===== src/rtl/sprite_dispatcher.sv =====
// sprite_dispatcher
//   Pulls sprite draw commands from the sprite queue and hands each one to an
//   idle sprite_render channel. Commands whose origin lies outside the
//   framebuffer are popped and dropped (culled). A zero scale is forced to 1.
//   Dispatch and cull totals are kept in saturating counters. frame_idle tells
//   the framebuffer swap logic that the queue is drained and every channel is
//   idle.
//
//   Optional feature: define SPRITE_DISPATCH_RR_EN for round-robin channel
//   selection. Without it the lowest-index idle channel wins.
//
// Ports
//   clock, fb_resetting       clock; asynchronous active-high reset
//   q_dequeue                 one-cycle pop strobe to the queue
//   q_is_empty, q_id, q_x,    queue empty flag and head command fields
//   q_y, q_scale
//   ch_en, ch_rst             per-channel enable / renderer reset
//   ch_id, ch_x, ch_y,        packed per-channel command fields,
//   ch_scale                  channel i at [i*W +: W]
//   ch_finished               per-channel finished from the renderers
//   frame_idle                queue empty and all channels idle (registered)
//   dispatch_cnt, cull_cnt    saturating statistics since reset
module sprite_dispatcher #(
  parameter int NUM_CH    = 4,
  parameter int ID_W      = 8,
  parameter int COORD_W   = 10,
  parameter int FB_WIDTH  = 800,
  parameter int FB_HEIGHT = 600,
  parameter int CNT_W     = 16
) (
  input  logic                      clock,
  input  logic                      fb_resetting,
  output logic                      q_dequeue,
  input  logic                      q_is_empty,
  input  logic [7:0]                q_id,
  input  logic [15:0]               q_x,
  input  logic [15:0]               q_y,
  input  logic [7:0]                q_scale,
  output logic [NUM_CH-1:0]         ch_en,
  output logic [NUM_CH-1:0]         ch_rst,
  output logic [NUM_CH*ID_W-1:0]    ch_id,
  output logic [NUM_CH*COORD_W-1:0] ch_x,
  output logic [NUM_CH*COORD_W-1:0] ch_y,
  output logic [NUM_CH*8-1:0]       ch_scale,
  input  logic [NUM_CH-1:0]         ch_finished,
  output logic                      frame_idle,
  output logic [CNT_W-1:0]          dispatch_cnt,
  output logic [CNT_W-1:0]          cull_cnt
);

  localparam int          IDX_W = (NUM_CH > 1) ? $clog2(NUM_CH) : 1;
  localparam logic [15:0] X_LIM = 16'(FB_WIDTH);
  localparam logic [15:0] Y_LIM = 16'(FB_HEIGHT);

  function automatic logic [CNT_W-1:0] sat_inc(input logic [CNT_W-1:0] v);
    return (&v) ? v : v + CNT_W'(1);
  endfunction

  function automatic logic [7:0] fix_scale(input logic [7:0] s);
    return (s == 8'd0) ? 8'd1 : s;
  endfunction

  logic [NUM_CH-1:0]         ch_en_q, ch_en_d;
  logic [NUM_CH-1:0]         ch_rst_q, ch_rst_d;
  logic [NUM_CH*ID_W-1:0]    ch_id_q, ch_id_d;
  logic [NUM_CH*COORD_W-1:0] ch_x_q, ch_x_d;
  logic [NUM_CH*COORD_W-1:0] ch_y_q, ch_y_d;
  logic [NUM_CH*8-1:0]       ch_scale_q, ch_scale_d;
  logic                      q_dequeue_q, q_dequeue_d;
  logic                      frame_idle_q, frame_idle_d;
  logic [CNT_W-1:0]          dispatch_cnt_q, dispatch_cnt_d;
  logic [CNT_W-1:0]          cull_cnt_q, cull_cnt_d;

  logic [NUM_CH-1:0]         finish;
  logic                      sel_found;
  logic [IDX_W-1:0]          sel_idx;
  logic [IDX_W-1:0]          cand;
  logic                      culled;
  logic                      pop;

`ifdef SPRITE_DISPATCH_RR_EN
  logic [IDX_W-1:0]          rr_ptr_q, rr_ptr_d;
`endif

  // Channel selection: only channels idle at the start of this cycle are
  // candidates, so a channel freed on this edge waits one more cycle.
  always_comb begin
    sel_found = 1'b0;
    sel_idx   = '0;
    cand      = '0;
    for (int k = 0; k < NUM_CH; k++) begin
`ifdef SPRITE_DISPATCH_RR_EN
      cand = IDX_W'((int'(rr_ptr_q) + k) % NUM_CH);
`else
      cand = IDX_W'(k);
`endif
      if (!sel_found && !ch_en_q[cand]) begin
        sel_found = 1'b1;
        sel_idx   = cand;
      end
    end
  end

  // Next-state: finishes, pop/cull/dispatch, statistics, frame_idle.
  always_comb begin
    ch_en_d        = ch_en_q;
    ch_rst_d       = ch_rst_q;
    ch_id_d        = ch_id_q;
    ch_x_d         = ch_x_q;
    ch_y_d         = ch_y_q;
    ch_scale_d     = ch_scale_q;
    q_dequeue_d    = 1'b0;
    dispatch_cnt_d = dispatch_cnt_q;
    cull_cnt_d     = cull_cnt_q;
`ifdef SPRITE_DISPATCH_RR_EN
    rr_ptr_d       = rr_ptr_q;
`endif

    // finished is only honoured on busy channels
    finish   = ch_en_q & ch_finished;
    ch_en_d  = ch_en_q & ~finish;
    ch_rst_d = ch_rst_q | finish;

    culled = (q_x >= X_LIM) || (q_y >= Y_LIM);
    // the cycle after a pop the queue head is still updating, so skip it
    pop    = !q_is_empty && !q_dequeue_q && sel_found;

    if (pop) begin
      q_dequeue_d = 1'b1;
      if (culled) begin
        cull_cnt_d = sat_inc(cull_cnt_q);
      end else begin
        ch_en_d[sel_idx]  = 1'b1;
        ch_rst_d[sel_idx] = 1'b0;
        ch_id_d[int'(sel_idx)*ID_W +: ID_W]       = q_id[ID_W-1:0];
        ch_x_d[int'(sel_idx)*COORD_W +: COORD_W]  = q_x[COORD_W-1:0];
        ch_y_d[int'(sel_idx)*COORD_W +: COORD_W]  = q_y[COORD_W-1:0];
        ch_scale_d[int'(sel_idx)*8 +: 8]          = fix_scale(q_scale);
        dispatch_cnt_d = sat_inc(dispatch_cnt_q);
`ifdef SPRITE_DISPATCH_RR_EN
        rr_ptr_d = IDX_W'((int'(sel_idx) + 1) % NUM_CH);
`endif
      end
    end

    frame_idle_d = q_is_empty && !q_dequeue_q && !(|ch_en_q);
  end

  // State register stage
  always_ff @(posedge clock or posedge fb_resetting) begin
    if (fb_resetting) begin
      ch_en_q        <= '0;
      ch_rst_q       <= '1;
      ch_id_q        <= '0;
      ch_x_q         <= '0;
      ch_y_q         <= '0;
      ch_scale_q     <= '0;
      q_dequeue_q    <= 1'b0;
      frame_idle_q   <= 1'b0;
      dispatch_cnt_q <= '0;
      cull_cnt_q     <= '0;
`ifdef SPRITE_DISPATCH_RR_EN
      rr_ptr_q       <= '0;
`endif
    end else begin
      ch_en_q        <= ch_en_d;
      ch_rst_q       <= ch_rst_d;
      ch_id_q        <= ch_id_d;
      ch_x_q         <= ch_x_d;
      ch_y_q         <= ch_y_d;
      ch_scale_q     <= ch_scale_d;
      q_dequeue_q    <= q_dequeue_d;
      frame_idle_q   <= frame_idle_d;
      dispatch_cnt_q <= dispatch_cnt_d;
      cull_cnt_q     <= cull_cnt_d;
`ifdef SPRITE_DISPATCH_RR_EN
      rr_ptr_q       <= rr_ptr_d;
`endif
    end
  end

  assign q_dequeue    = q_dequeue_q;
  assign ch_en        = ch_en_q;
  assign ch_rst       = ch_rst_q;
  assign ch_id        = ch_id_q;
  assign ch_x         = ch_x_q;
  assign ch_y         = ch_y_q;
  assign ch_scale     = ch_scale_q;
  assign frame_idle   = frame_idle_q;
  assign dispatch_cnt = dispatch_cnt_q;
  assign cull_cnt     = cull_cnt_q;

endmodule


===== config.mk =====
export PLATFORM = sky130hd
export DESIGN_NAME = sprite_dispatcher
export DESIGN_NICKNAME = d
export VERILOG_FILES = /design/src/rtl/sprite_dispatcher.sv
export SDC_FILE = /design/constraint.sdc
export NUM_CORES = 1
export LEC_CHECK = 0
export ABC_AREA = 1
export CORE_ASPECT_RATIO = 1.5
export CORE_MARGIN = 3
export CORE_UTILIZATION = 30
export CTS_CLUSTER_SIZE = 8
export DETAILED_ROUTE_END_ITERATION = 8
export DONT_BUFFER_PORTS = 1
export GPL_ROUTABILITY_DRIVEN = 0
export PLACE_DENSITY = 0.49
export SYNTH_ARGS = -nofsm -noshare
export SYNTH_HDL_FRONTEND = slang
export SYNTH_SLANG_ARGS = --single-unit

===== constraint.sdc =====
create_clock -name clock -period 9.05 [get_ports clock]
set_input_delay 1.81 -clock clock [delete_from_list [all_inputs] [get_ports clock]]
set_output_delay 1.81 -clock clock [all_outputs]
set_load 0.005 [all_outputs]

==> impl_metrics.prom, run 1 <==
# TYPE chip_impl_metric gauge
chip_impl_metric{name="slowest_delay",unit="ns"} 0.71
chip_impl_metric{name="floorplan.initialDensity",unit=""} 0.305
chip_impl_metric{name="power_frac_clock",unit=""} 0.458
chip_impl_metric{name="via_count",unit=""} 8101
chip_impl_metric{name="cellInternalPower",unit="mW"} 1.30
chip_impl_metric{name="asyncSetResetFlopFracSynth",unit=""} 1.00
chip_impl_metric{name="globalRouteMet2Util",unit=""} 0.343
chip_impl_metric{name="fmaxAchievable",unit="MHz"} 266
chip_impl_metric{name="dr.pass1.iters",unit=""} 5
chip_impl_metric{name="cts.sinks",unit=""} 186
chip_impl_metric{name="worst_reg_to_reg_path_cell_count",unit=""} 11
chip_impl_info{name="critical-path-top-delay-family",value="simple AND/OR/NAND/NOR gates"} 1
chip_impl_info{name="cts.root.buffer_cell",value="sky130_fd_sc_hd__clkbuf_16"} 1
chip_impl_metric{name="switching_power_of_the_nets",unit="mW"} 0.464
chip_impl_metric{name="area_growth",unit="%"} 8.97
chip_impl_metric{name="die_height",unit="um"} 224
chip_impl_metric{name="cts_inserted_buffers",unit=""} 17
chip_impl_metric{name="grt_pass1_wl",unit="um"} 50000
chip_impl_info{name="cpMaxStageDelayCell",value="sky130_fd_sc_hd__ha_1"} 1
chip_impl_metric{name="final_period_minus_worst_setup_slack",unit="ns"} 3.76
chip_impl_metric{name="routedWlPerCell",unit="um"} 20.4
chip_impl_metric{name="multiInputGateArea",unit="sq um"} 4270
chip_impl_metric{name="crit_fanout",unit=""} 74
chip_impl_metric{name="synthesis.area_per_instance",unit="sq um"} 7.67
chip_impl_metric{name="insertedDiodeCount",unit=""} 0
chip_impl_metric{name="antenna_found_initial",unit=""} 0
chip_impl_metric{name="cell_count_after_synthesis",unit=""} 1238
chip_impl_metric{name="worst_vdd_rail_ir_drop",unit="uV"} 111
chip_impl_info{name="hold_path.class",value="flip-flop to flip-flop"} 1
chip_impl_metric{name="worst_pin_slew",unit="ns"} 1.02
chip_impl_metric{name="sw_frac_of_total",unit=""} 0.264
chip_impl_info{name="mostFrequentLayoutCell",value="sky130_fd_sc_hd__nand2_1"} 1
chip_impl_metric{name="worst_hold_path.num_cells",unit=""} 2
chip_impl_metric{name="maxSlewHeadroom",unit=""} 0.320
chip_impl_metric{name="drt_first_iter_violations",unit=""} 754
chip_impl_metric{name="max-cap-violations",unit=""} 0
chip_impl_info{name="min-delay-start",value="ch_id[12]"} 1
chip_impl_metric{name="total_routed_length",unit="um"} 33000
chip_impl_metric{name="number_of_fill_cells_in_the_layout",unit=""} 3335
chip_impl_metric{name="finalNetCount",unit=""} 1260
chip_impl_info{name="critical_path.endpoint_type",value="flip-flop"} 1
chip_impl_metric{name="grt.total_usage",unit=""} 0.195
chip_impl_info{name="critical_path.reg2reg.endpoint",value="ch_y[31]"} 1
chip_impl_metric{name="syn-cell-area",unit="sq um"} 9500
chip_impl_metric{name="fp-row-count",unit=""} 79
chip_impl_info{name="critPathKind",value="flip-flop to flip-flop"} 1
chip_impl_info{name="result_of_the_run",value="finished clean"} 1
chip_impl_metric{name="global_route.usage.met1",unit=""} 0.223
chip_impl_metric{name="cts_repair_resize_count",unit=""} 0
chip_impl_metric{name="yosys_warnings",unit=""} 0
chip_impl_info{name="worst_r2r_startpoint",value="ch_en[0]"} 1
chip_impl_metric{name="final-setup-viol-count",unit=""} 0
chip_impl_metric{name="core_area",unit="sq um"} 31100
chip_impl_metric{name="netlist-cell-type-count",unit=""} 41
chip_impl_info{name="grt_most_used_layer",value="met2"} 1
chip_impl_metric{name="viasPerCell",unit=""} 5.01
chip_impl_metric{name="grt_pass1_vias",unit=""} 7976
chip_impl_metric{name="buffer_ports.inserted",unit=""} 0
chip_impl_metric{name="clock_path_buffers",unit=""} 2
chip_impl_metric{name="grt.overflow.total",unit=""} 0
chip_impl_metric{name="grt_start_max_net_pins",unit=""} 118
chip_impl_metric{name="worst_endpoint_required_time",unit="ns"} 9.39
chip_impl_metric{name="dpl.cell_count",unit=""} 1585
chip_impl_metric{name="pwr-share-seq",unit=""} 0.499
chip_impl_metric{name="layoutNonFillerInstCount",unit=""} 1617
chip_impl_metric{name="synth-seq-area-share",unit=""} 0.491
chip_impl_metric{name="cts.repair_timing.setup_buffer_count",unit=""} 0
chip_impl_metric{name="drtAntennaViolNets",unit=""} 0
chip_impl_metric{name="postPlaceCellArea",unit="sq um"} 9720
chip_impl_metric{name="cts_hold_buf",unit=""} 0
chip_impl_metric{name="power_leakage",unit="nW"} 5.15
chip_impl_metric{name="final_hold_fails",unit=""} 0
chip_impl_metric{name="die_width",unit="um"} 151
chip_impl_metric{name="layout.cell_area.non_filler",unit="sq um"} 10400
chip_impl_info{name="most-common-layout-cells",value="sky130_fd_sc_hd__nand2_1, sky130_fd_sc_hd__dfrtp_1, sky130_fd_sc_hd__nand3_1, sky130_fd_sc_hd__nor2_1, sky130_fd_sc_hd__o21ai_0"} 1
chip_impl_metric{name="met3_usage",unit=""} 0.0621
chip_impl_metric{name="floorplan.die_area",unit="sq um"} 33900
chip_impl_metric{name="h-tree-depth",unit=""} 4
chip_impl_info{name="cts_tree",value="yes"} 1
chip_impl_info{name="worstPathCellList",value="inv_2, nor2_4, inv_4, nand2_8, inv_2, ha_1, inv_1, nand4_1, nand3_1, nand2_1, nand2_1"} 1
chip_impl_metric{name="timing.clock.skew",unit="ns"} 0.0153
chip_impl_metric{name="drc",unit=""} 0
chip_impl_metric{name="design.portCount",unit=""} 241
chip_impl_metric{name="timing.final.crit_share",unit=""} 0.416
chip_impl_metric{name="cellPowerDensity",unit="nW/um^2"} 170
chip_impl_info{name="dominantRegCellSynth",value="sky130_fd_sc_hd__dfrtp_1"} 1
chip_impl_metric{name="clock_latency",unit="ns"} 0.45
chip_impl_metric{name="clk_pin_slew",unit="ns"} 0.08
chip_impl_info{name="hold-path-endpoint",value="ch_id[12]"} 1
chip_impl_metric{name="fin_tns_setup",unit="ns"} 0
chip_impl_metric{name="synth.ff_latch_count",unit=""} 186
chip_impl_metric{name="layout.area.seq",unit="sq um"} 4660
chip_impl_metric{name="synth-edff-count",unit=""} 0
chip_impl_metric{name="worst_ep_arrival_time",unit="ns"} 4.10
chip_impl_metric{name="timing.reg2reg.setup_slack",unit="ns"} 5.29
chip_impl_metric{name="combinationalPowerShare",unit=""} 0.044
chip_impl_metric{name="mappedNetlistNets",unit=""} 1299
chip_impl_metric{name="drv_slew",unit=""} 0
chip_impl_metric{name="post_detailed_placement_half_perimeter_wirelength",unit="um"} 23900
chip_impl_metric{name="cp.buffers_inverters",unit=""} 4
chip_impl_metric{name="final_layout_size_suffix_gt1_frac",unit=""} 0.0635
chip_impl_info{name="startpoint_type",value="flip-flop"} 1
chip_impl_info{name="rsz_0062_raised_after_global_routing",value="no"} 1
-- routing by layer --
metal / routed length, um / vias up
met5: 0 / -
met1: 12100 / 3869
met4: 793 / 0
met2: 17300 / 296
li1: - / 3906
met3: 2820 / 30
-- synth_stat cells (2+ instances only) --
cell type                  count  area, sq um
sky130_fd_sc_hd__nand3_1     115          576
sky130_fd_sc_hd__nor2_8        2         40.0
sky130_fd_sc_hd__clkbuf_1     22         82.6
sky130_fd_sc_hd__o22ai_1       4         25.0
sky130_fd_sc_hd__buf_6         4         45.0
sky130_fd_sc_hd__buf_4         9         67.6
sky130_fd_sc_hd__nor4_1        4         25.0
sky130_fd_sc_hd__dfrtp_1     182         4550
sky130_fd_sc_hd__buf_1         3         11.3
sky130_fd_sc_hd__nor2_1       79          297
sky130_fd_sc_hd__ha_1          6         75.1
sky130_fd_sc_hd__nand3b_1      2         15.0
sky130_fd_sc_hd__nor2_2        3         18.8
sky130_fd_sc_hd__xor2_1       15          131
sky130_fd_sc_hd__inv_2         6         22.5
sky130_fd_sc_hd__nand2_2       3         18.8
sky130_fd_sc_hd__nor3_1       14         70.1
sky130_fd_sc_hd__nor2_4        6         67.6
sky130_fd_sc_hd__xnor2_1      12          105
sky130_fd_sc_hd__inv_1        52          195
sky130_fd_sc_hd__o21ai_1      29          145
sky130_fd_sc_hd__dfstp_2       4          105
sky130_fd_sc_hd__a31oi_1       4         25.0
sky130_fd_sc_hd__nand3_4       2         35.0
sky130_fd_sc_hd__o21bai_1      2         15.0
sky130_fd_sc_hd__nand3_2       3         30.0
sky130_fd_sc_hd__o21ai_0      52          260
sky130_fd_sc_hd__nand2_1     523         1960
sky130_fd_sc_hd__nand4_1      34          213
sky130_fd_sc_hd__buf_2        27          135
sky130_fd_sc_hd__a21oi_1       5         25.0
-- how the worst max path moves through the flow --
stage	to	startpoint	cells after the start
final	ch_y[31]	ch_en[0]	11
after global routing	dispatch_cnt[4]	q_x[14]	10
after CTS	dispatch_cnt[6]	q_x[14]	10
after detailed placement	dispatch_cnt[6]	q_x[14]	10
after global placement	dispatch_cnt[5]	q_x[14]	10
after floorplan	ch_en[0]	fb_resetting	1
-- kinds of logic (layout without fill, tap and decap cells) --
group	count (synthesis)	after routing	share of synthesized area
flops	186	186	0.491
simple gates	796	796	0.363
xor+xnor	27	27	0.0249
fa+ha+maj	6	6	0.00790
compound gates	98	98	0.0539
buf+inv	125	99	0.0601
-- flip-flops by register name, indices dropped and copies added, names as in the netlist --
signal and flops:
ch_scale 32, frame_idle 1, dispatch_cnt 16, ch_rst 4
ch_y 40, ch_id 32, ch_x 40, ch_en 4
cull_cnt 16, q_dequeue 1
-- power by group through the flow --
stage               Sequential, mW  Clock [mW]  Combinational [mW]
finish                       0.878       0.806              0.0769
global route                 0.881       0.857              0.0904
CTS                          0.878       0.825              0.0793
detailed placement           0.895           0              0.0792
global placement             0.895           0              0.0781
floorplan                    0.883           0              0.0604
-- per-stage QoR --
stage	worst slack [ns]	total power, mW	hold WS [ns]	util
after CTS	5.24	1.78	0.508	0.332
after detailed placement	4.75	0.974	0.490	0.312
final	5.29	1.76	0.505	0.332
after floorplan	2.19	0.944	0.465	-
after global routing	4.95	1.83	0.526	0.332
after global placement	4.77	0.973	0.493	0.312
-- worst register-to-register path, delay by kind of cell (launching register included) --
family	cells	cell delay, ns
AND/OR/NAND/NOR	6	1.39
buffers and inverters	4	0.99
flip-flops	1	0.57
adder cells (fa/ha/maj)	1	0.71
-- cell type report --
| class | instances | share of cell area |
|---|---|---|
| multi-input cells | 927 | 0.412 |
| clock inverters | 15 | 0.0195 |
| inverters | 60 | 0.0228 |
| well taps | 405 | 0.0490 |
| repair buffers | 7 | 0.00508 |
| flip-flops and latches | 186 | 0.450 |
| clock buffers | 17 | 0.0411 |
(Power assumes the default switching activity.)
==> inputs of run 2 (changes only) <==
==> constraint.sdc (replaced) <==
create_clock -name clock -period 3.75 [get_ports clock]
set_input_delay 0.75 -clock clock [delete_from_list [all_inputs] [get_ports clock]]
set_output_delay 0.75 -clock clock [all_outputs]
set_load 0.005 [all_outputs]
==> impl_metrics.prom, run 2 (synthesis gave the netlist of run 1 again) <==
# TYPE chip_impl_metric gauge
chip_impl_info{name="cts_tree",value="yes"} 1
chip_impl_metric{name="grt_pass1_vias",unit=""} 8075
chip_impl_metric{name="clk_pin_slew",unit="ns"} 0.07
chip_impl_metric{name="final_layout_size_suffix_gt1_frac",unit=""} 0.0696
chip_impl_metric{name="timing.final.crit_share",unit=""} 0.832
chip_impl_metric{name="drt_first_iter_violations",unit=""} 493
chip_impl_metric{name="total_routed_length",unit="um"} 33200
chip_impl_metric{name="grt_start_max_net_pins",unit=""} 79
chip_impl_metric{name="dr.pass1.iters",unit=""} 5
chip_impl_metric{name="finalNetCount",unit=""} 1270
chip_impl_info{name="result_of_the_run",value="finished clean"} 1
chip_impl_metric{name="worst_reg_to_reg_path_cell_count",unit=""} 11
chip_impl_metric{name="power.total",unit="mW"} 4.06
chip_impl_info{name="timing_endpoint_of_the_critical_path",value="ch_y[17]"} 1
chip_impl_metric{name="layoutNonFillerInstCount",unit=""} 1626
chip_impl_info{name="rsz_0062_raised_after_global_routing",value="no"} 1
chip_impl_metric{name="antenna_found_initial",unit=""} 0
chip_impl_info{name="critical_path.endpoint_type",value="flip-flop"} 1
chip_impl_metric{name="viasPerCell",unit=""} 5.01
chip_impl_metric{name="worst_pin_slew",unit="ns"} 0.773
chip_impl_metric{name="worst_vdd_rail_ir_drop",unit="uV"} 275
chip_impl_metric{name="fin_tns_setup",unit="ns"} 0
chip_impl_metric{name="postPlaceCellArea",unit="sq um"} 9820
chip_impl_info{name="most-common-layout-cells",value="sky130_fd_sc_hd__nand2_1, sky130_fd_sc_hd__dfrtp_1, sky130_fd_sc_hd__nand3_1, sky130_fd_sc_hd__nor2_1, sky130_fd_sc_hd__o21ai_0"} 1
chip_impl_metric{name="final_period_minus_worst_setup_slack",unit="ns"} 3.12
chip_impl_metric{name="clock_path_buffers",unit=""} 2
chip_impl_metric{name="core_area",unit="sq um"} 31100
chip_impl_metric{name="cts.repair_timing.setup_buffer_count",unit=""} 0
chip_impl_metric{name="worst_ep_arrival_time",unit="ns"} 3.46
chip_impl_metric{name="fmaxAchievable",unit="MHz"} 321
chip_impl_info{name="critical_path.reg2reg.endpoint",value="ch_y[17]"} 1
chip_impl_metric{name="grt.overflow.total",unit=""} 0
chip_impl_metric{name="worst_endpoint_required_time",unit="ns"} 4.09
chip_impl_metric{name="final-setup-viol-count",unit=""} 0
chip_impl_metric{name="cts.sinks",unit=""} 186
chip_impl_info{name="critPathKind",value="flip-flop to flip-flop"} 1
chip_impl_metric{name="cts_hold_buf",unit=""} 0
chip_impl_metric{name="timing.reg2reg.setup_slack",unit="ns"} 0.63
chip_impl_metric{name="floorplan.die_area",unit="sq um"} 33900
chip_impl_metric{name="cts_repair_resize_count",unit=""} 0
chip_impl_metric{name="clock_latency",unit="ns"} 0.46
chip_impl_metric{name="die_width",unit="um"} 151
chip_impl_info{name="cts.root.buffer_cell",value="sky130_fd_sc_hd__clkbuf_16"} 1
chip_impl_metric{name="h-tree-depth",unit=""} 4
chip_impl_metric{name="post_detailed_placement_half_perimeter_wirelength",unit="um"} 24500
chip_impl_metric{name="grt.total_usage",unit=""} 0.197
chip_impl_metric{name="final_hold_fails",unit=""} 0
chip_impl_info{name="worst_r2r_startpoint",value="ch_en[0]"} 1
chip_impl_metric{name="layout.core_utilization",unit=""} 0.333
chip_impl_metric{name="crit_fanout",unit=""} 32
chip_impl_metric{name="timing.clock.skew",unit="ns"} 0.0164
chip_impl_metric{name="design.portCount",unit=""} 241
chip_impl_metric{name="insertedDiodeCount",unit=""} 0
chip_impl_metric{name="drtAntennaViolNets",unit=""} 0
chip_impl_metric{name="floorplan.initialDensity",unit=""} 0.305
chip_impl_metric{name="maxSlewHeadroom",unit=""} 0.484
chip_impl_metric{name="area_growth",unit="%"} 9.10
chip_impl_info{name="crit_start",value="ch_en[0]"} 1
chip_impl_metric{name="power_leakage",unit="nW"} 5.16
chip_impl_metric{name="dpl.cell_count",unit=""} 1595
chip_impl_metric{name="layout.cell_area.non_filler",unit="sq um"} 10400
chip_impl_metric{name="max-cap-violations",unit=""} 0
chip_impl_metric{name="die_height",unit="um"} 224
chip_impl_info{name="hold_path.class",value="input port to asynchronous set/reset pin"} 1
chip_impl_info{name="mostFrequentLayoutCell",value="sky130_fd_sc_hd__nand2_1"} 1
chip_impl_metric{name="buffer_ports.inserted",unit=""} 0
chip_impl_metric{name="drc",unit=""} 0
chip_impl_metric{name="cts_inserted_buffers",unit=""} 17
chip_impl_info{name="startpoint_type",value="flip-flop"} 1
chip_impl_metric{name="via_count",unit=""} 8141
chip_impl_metric{name="grt_pass1_wl",unit="um"} 50400
chip_impl_metric{name="fp-row-count",unit=""} 79
chip_impl_metric{name="cellPowerDensity",unit="nW/um^2"} 392
chip_impl_metric{name="routedWlPerCell",unit="um"} 20.4
chip_impl_metric{name="number_of_fill_cells_in_the_layout",unit=""} 3357
chip_impl_metric{name="drv_slew",unit=""} 0
-- run 2: cell count changes in the layout (fill, tap and decap cells not counted), sizes merged --
cell / previous run / this run
clkbuf: 17 / 18
bufinv: 2 / 0
clkinvlp: 1 / 2
buf: 7 / 17
inv: 66 / 65
-- run 2: worst max-delay path: stages, from the launching register on --
cell	delay [ns]
sky130_fd_sc_hd__dfrtp_1	0.56
sky130_fd_sc_hd__inv_2	0.10
sky130_fd_sc_hd__nor2_4	0.33
sky130_fd_sc_hd__inv_4	0.22
sky130_fd_sc_hd__nand2_8	0.24
sky130_fd_sc_hd__inv_2	0.06
sky130_fd_sc_hd__ha_1	0.59
sky130_fd_sc_hd__inv_1	0.34
sky130_fd_sc_hd__nand3_1	0.21
sky130_fd_sc_hd__nand3_1	0.17
sky130_fd_sc_hd__nand2_1	0.10
sky130_fd_sc_hd__nand2_1	0.06
-- run 2: layout make-up --
type	count	area, sq um	share of cell area
Timing Repair Buffer	17	153	0.0147
Clock inverter	13	114	0.0110
Inverter	60	233	0.0225
Tap cell	405	507	0.0489
Sequential cell	186	4660	0.450
Multi-Input combinational cell	927	4270	0.412
Clock buffer	18	429	0.0414
-- run 2: power breakdown --
| group | internal [mW] | switching, mW | total, mW | leakage, nW |
|---|---|---|---|---|
| Combinational | 0.0640 | 0.126 | 0.190 | 2.33 |
| Clock | 0.867 | 0.888 | 1.75 | 0.268 |
| Sequential | 2.05 | 0.0708 | 2.12 | 2.57 |
| Total | 2.98 | 1.08 | 4.06 | 5.16 |
-- run 2: metal layers --
layer	part of all wire	up-vias	GRT usage
met1	0.37	3885	0.222
met5	0	-	0
met4	0.022	0	0.0606
met2	0.52	292	0.345
li1	-	3915	-
met3	0.092	49	0.0698
-- run 2: worst min-delay path by stage --
stage                 startpoint            to  slack, ns
floorplan              ch_id[10]     ch_id[10]       0.47
detailed placement      ch_x[17]      ch_x[17]       0.49
global placement    ch_scale[14]  ch_scale[14]       0.49
CTS                 fb_resetting  cull_cnt[15]       0.31
finish              fb_resetting  cull_cnt[15]       0.30
global route        fb_resetting  cull_cnt[15]       0.34
-- run 2: stage by stage --
step,hold slack [ns],worst slack [ns]
after floorplan,0.465,0.611
after global routing,0.345,0.437
final,0.297,0.632
after CTS,0.309,0.672
after global placement,0.493,0.747
after detailed placement,0.489,0.672
==> inputs of run 3 (changes only) <==
--- a/config.mk
+++ b/config.mk
@@ -13,7 +13,7 @@
 export DETAILED_ROUTE_END_ITERATION = 8
 export DONT_BUFFER_PORTS = 1
 export GPL_ROUTABILITY_DRIVEN = 0
-export PLACE_DENSITY = 0.49
+export PLACE_DENSITY = 0.5
 export SYNTH_ARGS = -nofsm -noshare
 export SYNTH_HDL_FRONTEND = slang
 export SYNTH_SLANG_ARGS = --single-unit
==> constraint.sdc (replaced) <==
create_clock -name clock -period 2.7 [get_ports clock]
set_input_delay 0.54 -clock clock [delete_from_list [all_inputs] [get_ports clock]]
set_output_delay 0.54 -clock clock [all_outputs]
set_load 0.005 [all_outputs]
==> impl_metrics.prom, run 3 (synthesis gave the netlist of run 1 again) <==
# TYPE chip_impl_metric gauge
chip_impl_metric{name="routedWlPerCell",unit="um"} 19.9
chip_impl_metric{name="cts.repair_timing.setup_buffer_count",unit=""} 0
chip_impl_metric{name="die_height",unit="um"} 224
chip_impl_metric{name="combinationalPowerShare",unit=""} 0.047
chip_impl_metric{name="grt.total_usage",unit=""} 0.193
chip_impl_metric{name="area_growth",unit="%"} 11.4
chip_impl_metric{name="buffer_ports.inserted",unit=""} 0
chip_impl_metric{name="final-setup-viol-count",unit=""} 0
chip_impl_metric{name="worst_endpoint_required_time",unit="ns"} 3.09
chip_impl_metric{name="grt_pass1_vias",unit=""} 8013
chip_impl_metric{name="floorplan.die_area",unit="sq um"} 33900
chip_impl_info{name="critPathKind",value="flip-flop to flip-flop"} 1
chip_impl_metric{name="multiInputGateArea",unit="sq um"} 4270
chip_impl_metric{name="drv_slew",unit=""} 0
chip_impl_metric{name="dr.pass1.iters",unit=""} 5
chip_impl_metric{name="cellInternalPower",unit="mW"} 4.39
chip_impl_metric{name="grt_start_max_net_pins",unit=""} 73
chip_impl_metric{name="via_count",unit=""} 8198
chip_impl_metric{name="final_hold_fails",unit=""} 0
chip_impl_metric{name="worst_hold_path.num_cells",unit=""} 1
chip_impl_metric{name="post_detailed_placement_half_perimeter_wirelength",unit="um"} 24500
chip_impl_metric{name="switching_power_of_the_nets",unit="mW"} 1.42
chip_impl_metric{name="cts_inserted_buffers",unit=""} 17
chip_impl_metric{name="floorplan.initialDensity",unit=""} 0.305
chip_impl_info{name="mostFrequentLayoutCell",value="sky130_fd_sc_hd__nand2_1"} 1
chip_impl_metric{name="drtAntennaViolNets",unit=""} 0
chip_impl_metric{name="grt_pass1_wl",unit="um"} 49700
chip_impl_info{name="critical_path.reg2reg.endpoint",value="ch_x[19]"} 1
chip_impl_metric{name="drc",unit=""} 0
chip_impl_metric{name="timing.clock.skew",unit="ns"} 0.0114
chip_impl_metric{name="total_routed_length",unit="um"} 32800
chip_impl_info{name="cpMaxStageDelayCell",value="sky130_fd_sc_hd__dfrtp_1"} 1
chip_impl_info{name="startpoint_type",value="flip-flop"} 1
chip_impl_metric{name="power_frac_clock",unit=""} 0.447
chip_impl_metric{name="timing.final.crit_share",unit=""} 0.896
chip_impl_info{name="result_of_the_run",value="finished clean"} 1
chip_impl_metric{name="clock_latency",unit="ns"} 0.45
chip_impl_metric{name="clock_path_buffers",unit=""} 2
chip_impl_metric{name="fin_tns_setup",unit="ns"} 0
chip_impl_info{name="rsz_0062_raised_after_global_routing",value="no"} 1
chip_impl_info{name="min-delay-start",value="ch_finished[1]"} 1
chip_impl_metric{name="worst_ep_arrival_time",unit="ns"} 2.81
chip_impl_metric{name="fp-row-count",unit=""} 79
chip_impl_metric{name="final_layout_size_suffix_gt1_frac",unit=""} 0.0831
chip_impl_metric{name="pwr-share-seq",unit=""} 0.507
chip_impl_metric{name="cts.sinks",unit=""} 186
chip_impl_info{name="hold-path-endpoint",value="ch_en[1]"} 1
chip_impl_metric{name="layout.area.seq",unit="sq um"} 4660
chip_impl_metric{name="worst_vdd_rail_ir_drop",unit="uV"} 405
chip_impl_metric{name="cp.buffers_inverters",unit=""} 4
chip_impl_metric{name="fmaxAchievable",unit="MHz"} 413
chip_impl_metric{name="drt_first_iter_violations",unit=""} 441
chip_impl_metric{name="crit_fanout",unit=""} 20
chip_impl_metric{name="h-tree-depth",unit=""} 4
chip_impl_metric{name="slowest_delay",unit="ns"} 0.57
chip_impl_info{name="worst_r2r_startpoint",value="ch_en[0]"} 1
chip_impl_metric{name="maxSlewHeadroom",unit=""} 0.552
chip_impl_metric{name="cellPowerDensity",unit="nW/um^2"} 549
chip_impl_metric{name="worst_pin_slew",unit="ns"} 0.672
chip_impl_metric{name="viasPerCell",unit=""} 4.99
chip_impl_metric{name="timing.reg2reg.setup_slack",unit="ns"} 0.28
chip_impl_info{name="cts.root.buffer_cell",value="sky130_fd_sc_hd__clkbuf_16"} 1
chip_impl_info{name="most-common-layout-cells",value="sky130_fd_sc_hd__nand2_1, sky130_fd_sc_hd__dfrtp_1, sky130_fd_sc_hd__nand3_1, sky130_fd_sc_hd__nor2_1, sky130_fd_sc_hd__o21ai_0"} 1
chip_impl_metric{name="grt.overflow.total",unit=""} 0
chip_impl_info{name="worstPathCellList",value="inv_2, nor2_4, inv_4, nand2_8, ha_1, inv_1, nor2_1, inv_1, o22ai_1, nand2_1, nand2_1"} 1
chip_impl_metric{name="die_width",unit="um"} 151
chip_impl_metric{name="sw_frac_of_total",unit=""} 0.245
chip_impl_metric{name="power_leakage",unit="nW"} 5.28
chip_impl_info{name="critical_path.endpoint_type",value="flip-flop"} 1
chip_impl_info{name="critical-path-top-delay-family",value="simple AND/OR/NAND/NOR gates"} 1
chip_impl_metric{name="antenna_found_initial",unit=""} 0
chip_impl_metric{name="worst_reg_to_reg_path_cell_count",unit=""} 11
chip_impl_info{name="cts_tree",value="yes"} 1
chip_impl_metric{name="insertedDiodeCount",unit=""} 0
chip_impl_metric{name="layout.core_utilization",unit=""} 0.340
chip_impl_metric{name="design.portCount",unit=""} 241
chip_impl_metric{name="finalNetCount",unit=""} 1288
chip_impl_info{name="hold_path.class",value="input port to flip-flop"} 1
chip_impl_metric{name="clk_pin_slew",unit="ns"} 0.07
chip_impl_metric{name="number_of_fill_cells_in_the_layout",unit=""} 3316
chip_impl_metric{name="core_area",unit="sq um"} 31100
chip_impl_metric{name="final_period_minus_worst_setup_slack",unit="ns"} 2.42
chip_impl_metric{name="max-cap-violations",unit=""} 0
==> run 3: repair_timing <==
action,in CTS,in global routing
gates resized for setup,0,1
hold buffers,1,0
endpoints found under the hold margin,9,0
endpoints found under the setup margin,0,2
==> run 3: worst max path at each step <==
stage,start,end,slack (ns),depth (start not counted)
after floorplan,fb_resetting,ch_en[0],-0.23,1
after global placement,ch_en[1],ch_y[34],0.32,10
after detailed placement,ch_en[1],ch_scale[22],0.26,12
after CTS,ch_en[1],ch_scale[22],0.24,12
after global routing,ch_en[0],ch_scale[23],0.006,12
final,ch_en[0],ch_x[19],0.28,11
==> run 3: through the flow <==
stage / hold WS (ns) / area (sq um) / worst slack, ns / cells / power [mW]
floorplan: 0.465 / 9500 / -0.229 / 1238 / 3.16
global placement: 0.420 / 9970 / 0.317 / 1612 / 3.27
detailed placement: 0.419 / 9970 / 0.261 / 1612 / 3.28
CTS: 0.147 / 10600 / 0.236 / 1644 / 5.91
global route: 0.168 / 10600 / 0.00554 / 1644 / 6.05
finish: 0.175 / 10600 / 0.281 / 1644 / 5.82
==> run 3: cell type report <==
class,count,share of cell area
multi-input cells,927,0.403
clock buffers,21,0.0444
repair buffers,35,0.0298
well taps,405,0.0479
flip-flops and latches,186,0.440
clock inverters,10,0.0124
inverters,60,0.0220
==> run 3: worst reg2reg max path, cell delays in order (launching register included) <==
cell and delay, ns:
sky130_fd_sc_hd__dfrtp_1 0.57, sky130_fd_sc_hd__inv_2 0.10, sky130_fd_sc_hd__nor2_4 0.12, sky130_fd_sc_hd__inv_4 0.06, sky130_fd_sc_hd__nand2_8 0.13, sky130_fd_sc_hd__ha_1 0.20, sky130_fd_sc_hd__inv_1 0.13, sky130_fd_sc_hd__nor2_1 0.35
sky130_fd_sc_hd__inv_1 0.19, sky130_fd_sc_hd__o22ai_1 0.33, sky130_fd_sc_hd__nand2_1 0.10, sky130_fd_sc_hd__nand2_1 0.08
==> run 3: routing by layer <==
layer  track usage  share of wire  vias up
li1              -              -     3969
met1         0.216           0.36     3894
met2         0.335           0.52      281
met3        0.0644          0.088       54
met4        0.0741          0.029        0
met5             0              0        -
==> run 3: power by group through the flow <==
stage                     sequential (mW)  combinational, mW  clock (mW)
after floorplan                      2.96              0.203           0
after global placement               3.00              0.272           0
after detailed placement             3.00              0.275           0
after CTS                            2.95              0.279        2.68
after global routing                 2.95              0.315        2.78
final                                2.95              0.271        2.60
